[src/rtl/vga_timing_pkg.sv]
// Shared VGA timing definitions used by the generators and the sync receiver.
package vga_timing_pkg;

  // Receiver lock state
  typedef enum logic [1:0] {
    ST_SEARCH = 2'd0,
    ST_TRAIN  = 2'd1,
    ST_LOCKED = 2'd2
  } sync_state_t;

  // Default width of pixel/line counters
  localparam int unsigned CNT_W_DEF = 12;

  // Standard line timing, in pixel clocks
  localparam int unsigned H_ACTIVE = 480;
  localparam int unsigned H_FRONT  = 8;
  localparam int unsigned H_SYNC   = 41;
  localparam int unsigned H_BACK   = 4;
  localparam int unsigned H_TOTAL  = H_ACTIVE + H_FRONT + H_SYNC + H_BACK;

endpackage

[src/rtl/sync_edge_det.sv]
// Registers an input once, keeps a second stage for edge detection and
// reports the asserted level plus assert/deassert pulses.
module sync_edge_det
  import vga_timing_pkg::*;
#(
  parameter bit POL = 1'b1
) (
  input  logic i_clk,
  input  logic i_resetn,
  input  logic i_sig,
  output logic o_lvl,
  output logic o_assert,
  output logic o_deassert
);

  logic r_s1;
  logic r_s2;

  // Two-stage capture; reset to the deasserted level so no edge fires on release
  always_ff @(posedge i_clk) begin
    if (!i_resetn) begin
      r_s1 <= ~POL;
      r_s2 <= ~POL;
    end else begin
      r_s1 <= i_sig;
      r_s2 <= r_s1;
    end
  end

  assign o_lvl      = (r_s1 == POL);
  assign o_assert   = (r_s1 == POL) && (r_s2 != POL);
  assign o_deassert = (r_s1 != POL) && (r_s2 == POL);

endmodule

[src/rtl/vga_sync_rx.sv]
// VGA sync receiver: recovers pixel/line position, measures line timing
// and tracks lock on consecutive equal-length lines.
module vga_sync_rx
  import vga_timing_pkg::*;
#(
  parameter int unsigned CNT_W      = CNT_W_DEF,
  parameter int unsigned LOCK_LINES = 4,
  parameter bit          SYNC_POL   = 1'b0
) (
  input  logic             pxclk_i,
  input  logic             resetn_i,
  input  logic             hsync_i,
  input  logic             vsync_i,
  input  logic             de_i,
  output logic             locked_o,
  output logic [CNT_W-1:0] line_len_o,
  output logic [CNT_W-1:0] hsync_len_o,
  output logic [CNT_W-1:0] active_len_o,
  output logic [CNT_W-1:0] col_o,
  output logic [CNT_W-1:0] row_o,
  output logic             active_o,
  output logic             frame_o
);

  localparam int unsigned MW = $clog2(LOCK_LINES + 1);
  localparam logic [CNT_W-1:0] ONE    = CNT_W'(1);
  localparam logic [MW-1:0]    M_ONE  = MW'(1);
  localparam logic [MW-1:0]    M_LOCK = MW'(LOCK_LINES);

  logic w_hs_lvl, w_hs_start, w_hs_end;
  logic w_vs_lvl, w_vs_start, w_vs_end;
  logic w_de, w_de_start, w_de_end;
  logic w_unused;

  sync_edge_det #(.POL(SYNC_POL)) u_hs (
    .i_clk(pxclk_i), .i_resetn(resetn_i), .i_sig(hsync_i),
    .o_lvl(w_hs_lvl), .o_assert(w_hs_start), .o_deassert(w_hs_end)
  );

  sync_edge_det #(.POL(SYNC_POL)) u_vs (
    .i_clk(pxclk_i), .i_resetn(resetn_i), .i_sig(vsync_i),
    .o_lvl(w_vs_lvl), .o_assert(w_vs_start), .o_deassert(w_vs_end)
  );

  sync_edge_det #(.POL(1'b1)) u_de (
    .i_clk(pxclk_i), .i_resetn(resetn_i), .i_sig(de_i),
    .o_lvl(w_de), .o_assert(w_de_start), .o_deassert(w_de_end)
  );

  assign w_unused = &{1'b0, w_vs_lvl, w_vs_end, w_de_start, w_de_end};

  sync_state_t      r_state, w_state_nxt;
  logic [CNT_W-1:0] r_ref, w_ref_nxt;
  logic             r_ref_vld, w_ref_vld_nxt;
  logic [MW-1:0]    r_match, w_match_nxt;
  logic [CNT_W-1:0] r_pcnt;
  logic [CNT_W-1:0] r_hcnt;
  logic [CNT_W-1:0] r_acnt;
  logic [CNT_W-1:0] r_line_len, r_hsync_len, r_active_len;
  logic [CNT_W-1:0] r_col, r_row;
  logic             r_active, r_frame;
  logic [CNT_W-1:0] w_len;
  logic             w_ovf;

  assign w_len = r_pcnt + ONE;
  // A sync edge on the saturating cycle still counts as a valid line end
  assign w_ovf = (r_pcnt == '1) && !w_hs_start;

  // Lock state, reference length and match count register
  always_ff @(posedge pxclk_i) begin
    if (!resetn_i) begin
      r_state   <= ST_SEARCH;
      r_ref     <= '0;
      r_ref_vld <= 1'b0;
      r_match   <= '0;
    end else begin
      r_state   <= w_state_nxt;
      r_ref     <= w_ref_nxt;
      r_ref_vld <= w_ref_vld_nxt;
      r_match   <= w_match_nxt;
    end
  end

  // Next lock state from measured line length at each hsync start
  always_comb begin
    w_state_nxt   = r_state;
    w_ref_nxt     = r_ref;
    w_ref_vld_nxt = r_ref_vld;
    w_match_nxt   = r_match;
    if (w_hs_start) begin
      case (r_state)
        ST_SEARCH: begin
          w_state_nxt   = ST_TRAIN;
          w_match_nxt   = '0;
          w_ref_vld_nxt = 1'b0;
        end
        ST_TRAIN: begin
          if (r_ref_vld && (w_len == r_ref)) begin
            w_match_nxt = r_match + M_ONE;
          end else begin
            w_ref_nxt     = w_len;
            w_ref_vld_nxt = 1'b1;
            w_match_nxt   = M_ONE;
          end
          if (w_match_nxt == M_LOCK) begin
            w_state_nxt = ST_LOCKED;
          end
        end
        ST_LOCKED: begin
          if (w_len != r_ref) begin
            w_state_nxt   = ST_TRAIN;
            w_ref_nxt     = w_len;
            w_ref_vld_nxt = 1'b1;
            w_match_nxt   = M_ONE;
          end
        end
        default: w_state_nxt = ST_SEARCH;
      endcase
    end else if (w_ovf) begin
      w_state_nxt   = ST_SEARCH;
      w_ref_nxt     = '0;
      w_ref_vld_nxt = 1'b0;
      w_match_nxt   = '0;
    end
  end

  // Pixel counter since last hsync start, saturating at all-ones
  always_ff @(posedge pxclk_i) begin
    if (!resetn_i) begin
      r_pcnt <= '0;
    end else if (w_hs_start) begin
      r_pcnt <= '0;
    end else if (r_pcnt != '1) begin
      r_pcnt <= r_pcnt + ONE;
    end
  end

  // Line, sync-width and active-width measurements
  always_ff @(posedge pxclk_i) begin
    if (!resetn_i) begin
      r_hcnt       <= '0;
      r_acnt       <= '0;
      r_line_len   <= '0;
      r_hsync_len  <= '0;
      r_active_len <= '0;
    end else begin
      if (w_hs_start) begin
        r_hcnt <= ONE;
      end else if (w_hs_lvl) begin
        r_hcnt <= r_hcnt + ONE;
      end
      if (w_hs_end) begin
        r_hsync_len <= r_hcnt;
      end
      // DE on the hsync start cycle belongs to the new line
      if (w_hs_start) begin
        if (r_state != ST_SEARCH) begin
          r_line_len <= w_len;
        end
        r_active_len <= r_acnt;
        r_acnt       <= w_de ? ONE : '0;
      end else if (w_de) begin
        r_acnt <= r_acnt + ONE;
      end
    end
  end

  // Active column/row tracking, frame pulse and qualified DE
  always_ff @(posedge pxclk_i) begin
    if (!resetn_i) begin
      r_col    <= '0;
      r_row    <= '0;
      r_active <= 1'b0;
      r_frame  <= 1'b0;
    end else begin
      if (w_hs_start) begin
        r_col <= '0;
      end else if (w_de) begin
        r_col <= (r_acnt == '0) ? '0 : r_col + ONE;
      end
      if (w_vs_start) begin
        r_row <= '0;
      end else if (w_hs_start && (r_acnt != '0)) begin
        r_row <= r_row + ONE;
      end
      r_frame  <= w_vs_start;
      r_active <= w_de && (r_state == ST_LOCKED);
    end
  end

  assign locked_o     = (r_state == ST_LOCKED);
  assign line_len_o   = r_line_len;
  assign hsync_len_o  = r_hsync_len;
  assign active_len_o = r_active_len;
  assign col_o        = r_col;
  assign row_o        = r_row;
  assign active_o     = r_active;
  assign frame_o      = r_frame;

endmodule
[config.mk]
export PLATFORM = sky130hd
export DESIGN_NAME = vga_sync_rx
export DESIGN_NICKNAME = d
export VERILOG_FILES = /design/src/rtl/vga_timing_pkg.sv /design/src/rtl/sync_edge_det.sv /design/src/rtl/vga_sync_rx.sv
export SDC_FILE = /design/constraint.sdc
export NUM_CORES = 1
export LEC_CHECK = 0
export BUFFER_PORTS_ARGS = -buffer_cell sky130_fd_sc_hd__buf_2
export CORE_ASPECT_RATIO = 0.6
export CORE_MARGIN = 3
export CORE_UTILIZATION = 52
export DETAILED_ROUTE_END_ITERATION = 10
export PLACE_DENSITY = 0.76
export SYNTH_ARGS = -nofsm -noshare
export SYNTH_HDL_FRONTEND = slang
export SYNTH_SLANG_ARGS = --single-unit
[constraint.sdc]
create_clock -name pxclk_i -period 2.93 [get_ports pxclk_i]
set_clock_uncertainty 0.2 [all_clocks]
set_input_delay 0.879 -clock pxclk_i [delete_from_list [all_inputs] [get_ports pxclk_i]]
set_output_delay 0.879 -clock pxclk_i [all_outputs]
set_load 0.02 [all_outputs]
==> results.toml, run 1 <==
[outcome]
outcome = "completed"

[synth]
synth_area_mm2 = 0.005385
synth_cell_types = 47
ys_seq_area_share_pct = 44.98
synth_nets = 636
synth_ff_type = "dfxtp_1"
synth_edf_count = 0
yosys_warnings = 0
synth_cells = 620
async_flop_share_pct = 0
avgSynthCellArea_um2 = 8.686
synth_seq_cells = 121

[floorplan]
die_w_um = 137.4
row_count = 28
die_y_um = 84.83
start_util_pct = 53.93
die_area_mm2 = 0.01165
pin_count = 68
design.core.area_mm2 = 0.009985

[clock_network]
max-clock-path-buffers = 2
cts_root_buf = "clkbuf_16"
cts.sinks = 121
cts_setup_buffers = 0
cts_max_level = 4
holdBufCountCts = 0
clk_pin_slew_ps = 60
cts_made_buffers = 17
ctsResizeCount = 0
cts_tree = "done"
clkLatencyLatePin_ps = 410

[drt]
routed_wl_um = 12300
via_count = 4473
drc = 0
first_pass_iters = 5
vias_per_cell = 5.344
wl_per_cell_um = 14.70
antenna_left = 0
drtIter0Drc = 327

[global_route]
grt_util_all_layers_pct = 21.83
antenna_found_initial = 0
grt_pass1_vias = 4171
grt_max_degree = 30
grt_pass1_wl_um = 20240
globalRoute.totalOverflow = 0

[pwr]
pwr-share-seq_pct = 40.0
power_density_mw_per_mm2 = 642.8
clockPowerShare_pct = 55.6
power_leakage_nw = 2.884
peakVddDrop_mv = 0.4861
swShare_pct = 20.68
p_sw_uw = 873.0
combPwrFrac_pct = 4.4
p_int_mw = 3.348

[sta]
fin_crit_ps = 2876
slew_violations = 0
worst_pin_slew_ps = 761.0
slew_headroom_pct = 49.08
setup_ws_ps = 54.10
fmax_mhz = 347.7
hold_viol_final = 0
finalSetupViolations = 0
grt_setup_unrepaired = "no"
post-route-period-util_pct = 98.15
setup-tns-final_ps = 0

[worst_setup_path]
reg2reg_setup_slack_ps = 50
cp-start-kind = "flip-flop"
crit_path_start = "r_pcnt[1]"
critPathKind = "flip-flop to flip-flop"
reg2reg_from = "r_pcnt[1]"
cp_max_fo = 5
r2r-end = "r_state[1]"
worstRegToRegCells = 8
setup.worst_path.end = "r_state[1]"
cp.arrival_ps = 3010
setup.worst_path.end_class = "flip-flop"
critPathRequiredTime_ps = 3060

[placed_design]
numPortBuffers = 67
post-place-ws_ps = 28.00
dp_hpwl_um = 8624
gp_congestion = 0.8948

[worst_hold_path]
hold_path_depth = 2
worstHoldStart = "u_vs.r_s2"
worstHoldPathType = "flip-flop to flip-flop"

[final_layout]
nets = 706
area_growth_pct = 21.93
regArea_mm2 = 0.002426
drive_above_1_share_pct = 18.09
antenna_cells = 0
multi_input_area_mm2 = 0.002810
fillCellCount = 807

[run]
maxCapViolCount = 0
## final cells by class
| type | count | area share [%] |
|---|---|---|
| clock buffer | 18 | 6.688 |
| clock inverter | 13 | 3.430 |
| inverter | 9 | 0.5145 |
| multi-input combinational | 457 | 42.80 |
| sequential | 121 | 36.95 |
| tap | 135 | 2.572 |
| timing repair buffer | 84 | 7.050 |
## routing by layer
layer | vias up | track usage (%) | part of all wire, %
li1 | 2231 | - | -
met1 | 2087 | 31.29 | 50
met2 | 136 | 31.61 | 42
met3 | 19 | 6.339 | 6.1
met4 | 0 | 7.246 | 1.5
met5 | - | 0 | 0
## through the flow
stage	utilization, %	cells	area [um2]	hold WS, ps	total power, mW
global placement	58.78	805	5869	219.8	1.897
detailed placement	58.78	805	5869	232.1	1.904
finish	65.76	837	6566	240.5	4.221
global route	65.76	837	6566	277.0	4.361
CTS	65.44	836	6534	247.9	4.249
floorplan	-	620	5385	210.2	1.848
## worst max-delay path: stages (launching register included)
cell and delay, ps:
dfxtp_2 380, ha_2 310, xnor2_1 160, o311a_1 180, o2111ai_1 100, or4_4 450
or4_4 580, a32oi_4 210, mux2i_1 230
## cells in the final DEF (no fill, tap or decap), drive strengths merged, types with 4 or more instances in the layout
cell type,Yosys,routed
inv,9,9
xor2,32,32
nor2b,6,6
o211a,13,13
o21ai,12,12
bufinv,0,6
xnor2,27,27
ha,11,11
a21oi,21,21
clkinv,0,6
nor2,67,67
or3,5,5
a21o,4,4
nand3,14,14
dfxtp,121,121
nor4,4,4
and2,4,4
and3,12,12
nand4,18,18
nor3,5,5
buf,6,83
nand2,115,115
clkbuf,27,19
mux2i,22,22
nand2b,18,18
a21boi,28,28
## synthesized netlist by cell type (2+ instances only)
library cell | n | area share (%)
nor4b_1 | 2 | 0.33
nor2b_1 | 6 | 0.70
and2_1 | 4 | 0.46
clkbuf_1 | 26 | 1.8
o21ai_0 | 11 | 1.0
nor3_1 | 4 | 0.37
a21boi_0 | 27 | 3.8
or4_4 | 2 | 0.42
and3_1 | 12 | 1.4
nor4_1 | 4 | 0.46
mux2i_1 | 22 | 4.1
and4_1 | 2 | 0.33
dfxtp_1 | 121 | 45
xor2_1 | 32 | 5.2
a211oi_1 | 2 | 0.28
o211a_1 | 13 | 2.4
a21oi_1 | 21 | 2.0
xnor2_1 | 27 | 4.4
nand3_1 | 13 | 1.2
nor2_1 | 66 | 4.6
or3_1 | 5 | 0.58
buf_2 | 3 | 0.28
ha_1 | 11 | 2.6
inv_1 | 9 | 0.63
a21o_1 | 4 | 0.56
nor3b_1 | 2 | 0.28
nand4_1 | 18 | 2.1
nand2_1 | 115 | 8.0
nand2b_1 | 18 | 2.1
## power groups by stage
| stage | Clock, mW | Combinational [mW] | Sequential [mW] |
|---|---|---|---|
| after floorplan | 0 | 0.122 | 1.73 |
| after global placement | 0 | 0.177 | 1.72 |
| after detailed placement | 0 | 0.181 | 1.72 |
| after CTS | 2.38 | 0.183 | 1.69 |
| after global routing | 2.46 | 0.206 | 1.69 |
| final | 2.34 | 0.187 | 1.69 |
## registers in the layout (all words and copies together), names as in the netlist
name / count
active_len_o: 12
col_o: 12
hsync_len_o: 12
line_len_o: 12
r_acnt: 12
r_hcnt: 12
r_pcnt: 12
r_ref: 12
row_o: 12
r_match: 3
r_state: 2
active_o: 1
frame_o: 1
r_ref_vld: 1
u_de.o_lvl: 1
u_hs.r_s1: 1
u_hs.r_s2: 1
u_vs.r_s1: 1
u_vs.r_s2: 1
## worst min-delay path by stage
stage                           to  slack [ps]
floorplan                  frame_o         210
global placement           frame_o         220
detailed placement         frame_o         230
CTS                        frame_o         250
global route        hsync_len_o[3]         280
finish                     frame_o         240
## logic make-up (layout without fill, tap and decap cells)
kind of cell             after synthesis  count (layout)  synth area share [%]
AND/OR/NAND/NOR                      277             277                 23.93
flip-flops                           121             121                 44.98
AO/OA/AOI/OAI                         88              88                 11.62
XOR/XNOR                              59              59                 9.596
buffers and inverters                 42             124                 3.229
multiplexers                          22              22                 4.089
adder cells (fa/ha/maj)               11              11                 2.556
No activity file was read; power rests on OpenSTA's default activity.
==> run 2, diff against run 1 <==
- RECOVER_POWER: unset -> 100
==> run 2 against run 1 <==
Clock-buffer cell count unchanged. Die area unchanged. Fmax up 0.17%. Global-route usage unchanged. Non-clock buffer count unchanged. Highest routed layer unchanged. Via count about the same. Largest cell class unchanged.
==> results.toml, run 2 (synthesis gave the netlist of run 1 again) <==
[worst_hold_path]
worstHoldPathType = "flip-flop to flip-flop"
worstHoldStart = "u_vs.r_s2"

[floorplan]
die_y_um = 84.83
design.core.area_mm2 = 0.009985
row_count = 28
start_util_pct = 53.93
pin_count = 68
die_area_mm2 = 0.01165
die_w_um = 137.4

[drt]
first_pass_iters = 5
drc = 0
routed_wl_um = 12260
via_count = 4474
antenna_left = 0
drtIter0Drc = 342
vias_per_cell = 5.345
wl_per_cell_um = 14.65

[worst_setup_path]
critPathKind = "flip-flop to flip-flop"
cp-start-kind = "flip-flop"
crit_path_start = "r_pcnt[1]"
critPathRequiredTime_ps = 3060
path_common_cell = "or4_4"
cpLargestDelayFamily = "simple AND/OR/NAND/NOR gates"
reg2reg_from = "r_pcnt[1]"
max_stage_delay_ps = 580
crit_buf_inv = 0
reg2reg_setup_slack_ps = 60
setup.worst_path.end_class = "flip-flop"
cp_slowest_cell = "or4_4"
cp_max_fo = 5
cp.arrival_ps = 3000
crit_path_cell_trace = "ha_2 -> xnor2_1 -> o311a_1 -> o2111ai_1 -> or4_4 -> or4_4 -> a32oi_4 -> mux2i_1"

[sta]
grt_setup_unrepaired = "no"
hold_viol_final = 0
worst_pin_slew_ps = 1053
finalSetupViolations = 0
slew_headroom_pct = 29.81
setup_ws_ps = 58.91
fin_crit_ps = 2871
whs_ps = 240.2
post-route-period-util_pct = 97.99
setup-tns-final_ps = 0
fmax_mhz = 348.3
slew_violations = 0

[pwr]
peakVddDrop_mv = 0.4917
power_density_mw_per_mm2 = 653.4
fin_total_pwr_mw = 4.214
power_leakage_nw = 2.577

[global_route]
antenna_found_initial = 0
grt_pass1_vias = 4171
globalRoute.totalOverflow = 0
grt_max_degree = 30
grt_util_all_layers_pct = 21.83
grt_pass1_wl_um = 20240

[final_layout]
multi_input_area_mm2 = 0.002805
drive_above_1_share_pct = 7.835
antenna_cells = 0
regArea_mm2 = 0.002426
layout_common_cells = "118 x dfxtp_1, 115 x nand2_1, 71 x clkbuf_1, 66 x nor2_1, 32 x xor2_1"
final_common_cell = "dfxtp_1"
fillCellCount = 845
area_growth_pct = 19.77
nets = 706
final_core_util_pct = 64.60

[clock_network]
cts_max_level = 4
clkLatencyLatePin_ps = 410
cts_root_buf = "clkbuf_16"
cts_tree = "done"
cts_setup_buffers = 0
cts_made_buffers = 17
cts.sinks = 121
max-clock-path-buffers = 2
clk_pin_slew_ps = 60

[placed_design]
dp_hpwl_um = 8624
numPortBuffers = 67
post-place-ws_ps = 28.00
gp_congestion = 0.8948

[run]
maxCapViolCount = 0

[outcome]
outcome = "completed"
## run 2: cell types whose count changed in the layout (fill, tap and decap cells not counted), sizes merged
cell    change
buf        -72
clkbuf     +72
## run 2: tightest hold or removal path: stages (launching register included)
cell,delay [ps]
dfxtp_1,290
inv_1,60
nor2_1,40
## run 2: path summary, 6_finish.rpt
kind                     end  cells after the start
setup reg to reg  r_state[1]                      8
hold reg to reg      frame_o                      2
hold / removal       frame_o                      2
setup / recovery  r_state[1]                      8
## run 2: cell type report
type                            instances  area share [%]
Timing Repair Buffer                   84           5.451
Clock buffer                           18           6.809
Tap cell                              135           2.619
Multi-Input combinational cell        457           43.49
Sequential cell                       121           37.61
Inverter                                9          0.5238
Clock inverter                         13           3.492
## run 2: metal layers
| layer | track usage [%] | up-vias | share of wire (%) |
|---|---|---|---|
| met3 | 6.339 | 16 | 6.6 |
| li1 | - | 2227 | - |
| met5 | 0 | - | 0 |
| met1 | 31.29 | 2084 | 50 |
| met2 | 31.61 | 147 | 42 |
| met4 | 7.246 | 0 | 1.4 |
## run 2: stage by stage
stage / cells / cell area [um2]
finish: 837 / 6450
CTS: 836 / 6534
global placement: 805 / 5869
global route: 837 / 6450
floorplan: 620 / 5385
detailed placement: 805 / 5869
## run 2: timing repair
action	in CTS	in global routing
setup endpoints to repair	0	5
gates resized for setup	0	6
hold buffers	0	0
## run 2: power by group
group          switching [mW]  internal [mW]
Sequential             0.0215           1.67
Clock                   0.739           1.61
Combinational           0.114         0.0648
==> run 3, diff against run 2 <==
- BUFFER_PORTS_ARGS: -buffer_cell sky130_fd_sc_hd__buf_2 -> -buffer_cell sky130_fd_sc_hd__buf_4
- GPL_ROUTABILITY_DRIVEN: unset -> 1
==> run 3 against run 2 <==
Cell count fell by 0.24%. Clock power shrank 12%. Wire length up 0.82%. Setup slack improved by 79 ps. Global-route usage increased by 0.46 points. Critical endpoint is now r_state[0]. Largest cell class unchanged.
==> results.toml, run 3 (synthesis gave the netlist of run 1 again) <==
[floorplan]
start_util_pct = 53.93
die_w_um = 137.4
design.core.area_mm2 = 0.009985
row_count = 28
pin_count = 68
die_y_um = 84.83
die_area_mm2 = 0.01165

[drt]
drtIter0Drc = 322
first_pass_iters = 6
vias_per_cell = 5.447
antenna_left = 0
via_count = 4548
routed_wl_um = 12360
wl_per_cell_um = 14.80
drc = 0

[global_route]
grt_util_all_layers_pct = 22.29
grt_pass1_wl_um = 20780
grt_pass1_vias = 4293
grt_max_degree = 34
globalRoute.totalOverflow = 0
antenna_found_initial = 0

[worst_setup_path]
cp-start-kind = "flip-flop"
critPathRequiredTime_ps = 3060
critPathKind = "flip-flop to flip-flop"
cp_max_fo = 8
cp.arrival_ps = 2920
setup.worst_path.end_class = "flip-flop"

[final_layout]
area_growth_pct = 18.82
layout_common_cells = "116 x dfxtp_1, 115 x nand2_1, 67 x clkbuf_1, 66 x nor2_1, 32 x xor2_1"
drive_above_1_share_pct = 8.714
design_area_mm2 = 0.006399
antenna_cells = 0
final_core_util_pct = 64.09
final_cells = 835
nets = 704
final_common_cell = "dfxtp_1"

[placed_design]
gp_congestion = 0.8765
placed_area_mm2 = 0.006030
post-place-ws_ps = 42.13
numPortBuffers = 67
dpl.cell_count = 804
dp_hpwl_um = 8707

[clock_network]
cts.sinks = 121
ctsResizeCount = 0
cts_max_level = 4
clkLatencyLatePin_ps = 410
cts_tree = "done"
cts_root_buf = "clkbuf_16"
clk_pin_slew_ps = 60
cts_made_buffers = 17
holdBufCountCts = 0
max-clock-path-buffers = 2
cts_setup_buffers = 0

[worst_hold_path]
worstHoldPathType = "flip-flop to flip-flop"

[pwr]
power_density_mw_per_mm2 = 614.3
clockPowerShare_pct = 52.3
combPwrFrac_pct = 4.7
p_int_mw = 3.090
fin_total_pwr_mw = 3.931
peakVddDrop_mv = 0.4133
pwr-share-seq_pct = 43.0
p_sw_uw = 841.0
power_leakage_nw = 2.554
swShare_pct = 21.39

[sta]
whs_ps = 228.9
grt_setup_unrepaired = "no"
setup_ws_ps = 138.3
hold_viol_final = 0
fmax_mhz = 358.2
fin_crit_ps = 2792
setup-tns-final_ps = 0
slew_headroom_pct = 12.02
finalSetupViolations = 0
worst_pin_slew_ps = 1306
slew_violations = 0
post-route-period-util_pct = 95.28

[run]
maxCapViolCount = 0

[outcome]
outcome = "completed"
[run 3: cell types whose count changed in the layout (fill, tap and decap cells not counted), moves of 2 or more]
| cell | before | now |
|---|---|---|
| dfxtp_2 | 3 | 5 |
| buf_4 | 8 | 14 |
| clkbuf_1 | 71 | 67 |
| dfxtp_1 | 118 | 116 |
| clkinv_4 | 2 | 0 |
| clkbuf_8 | 1 | 5 |
| buf_2 | 3 | 0 |
| bufinv_16 | 6 | 2 |
[run 3: path summary, 6_finish.rpt]
path | from | to | slack (ps) | depth (start not counted)
hold reg to reg | u_vs.r_s2 | frame_o | 230 | 2
setup reg to reg | r_pcnt[0] | r_state[0] | 140 | 9
setup / recovery | r_pcnt[0] | r_state[0] | 140 | 9
hold / removal | u_vs.r_s2 | frame_o | 230 | 2
[run 3: final cells by class]
class | instances | area [um2]
well taps | 135 | 168.9
inverters | 9 | 33.78
clock buffers | 23 | 498.0
multi-input cells | 457 | 2814
repair buffers | 82 | 362.8
flip-flops and latches | 121 | 2429
clock inverters | 8 | 92.59
fillers | 882 | 3586
[run 3: power groups by stage]
stage	Sequential (mW)	Clock, mW	Combinational, mW
after floorplan	1.73	0	0.122
after global placement	1.72	0	0.181
after detailed placement	1.72	0	0.187
after CTS	1.69	2.08	0.190
after global routing	1.69	2.17	0.204
final	1.69	2.06	0.184
[run 3: metal layers]
metal / routed length, um / global-route usage [%] / vias up / part of all wire (%)
met4: 145 / 6.975 / 0 / 1.2
met2: 5255 / 32.68 / 154 / 43
met3: 806 / 5.924 / 20 / 6.5
li1: - / - / 2219 / -
met5: 0 / 0 / - / 0
met1: 6154 / 32.14 / 2155 / 50
[run 3: worst max-delay path, cell delays in order (launching register included)]
cell and delay (ps):
dfxtp_1 380, ha_4 180, nand3_2 90, buf_4 170
o31a_1 250, a211oi_2 220, nand4_1 170, or4_4 590
a32oi_2 240, mux2i_1 220
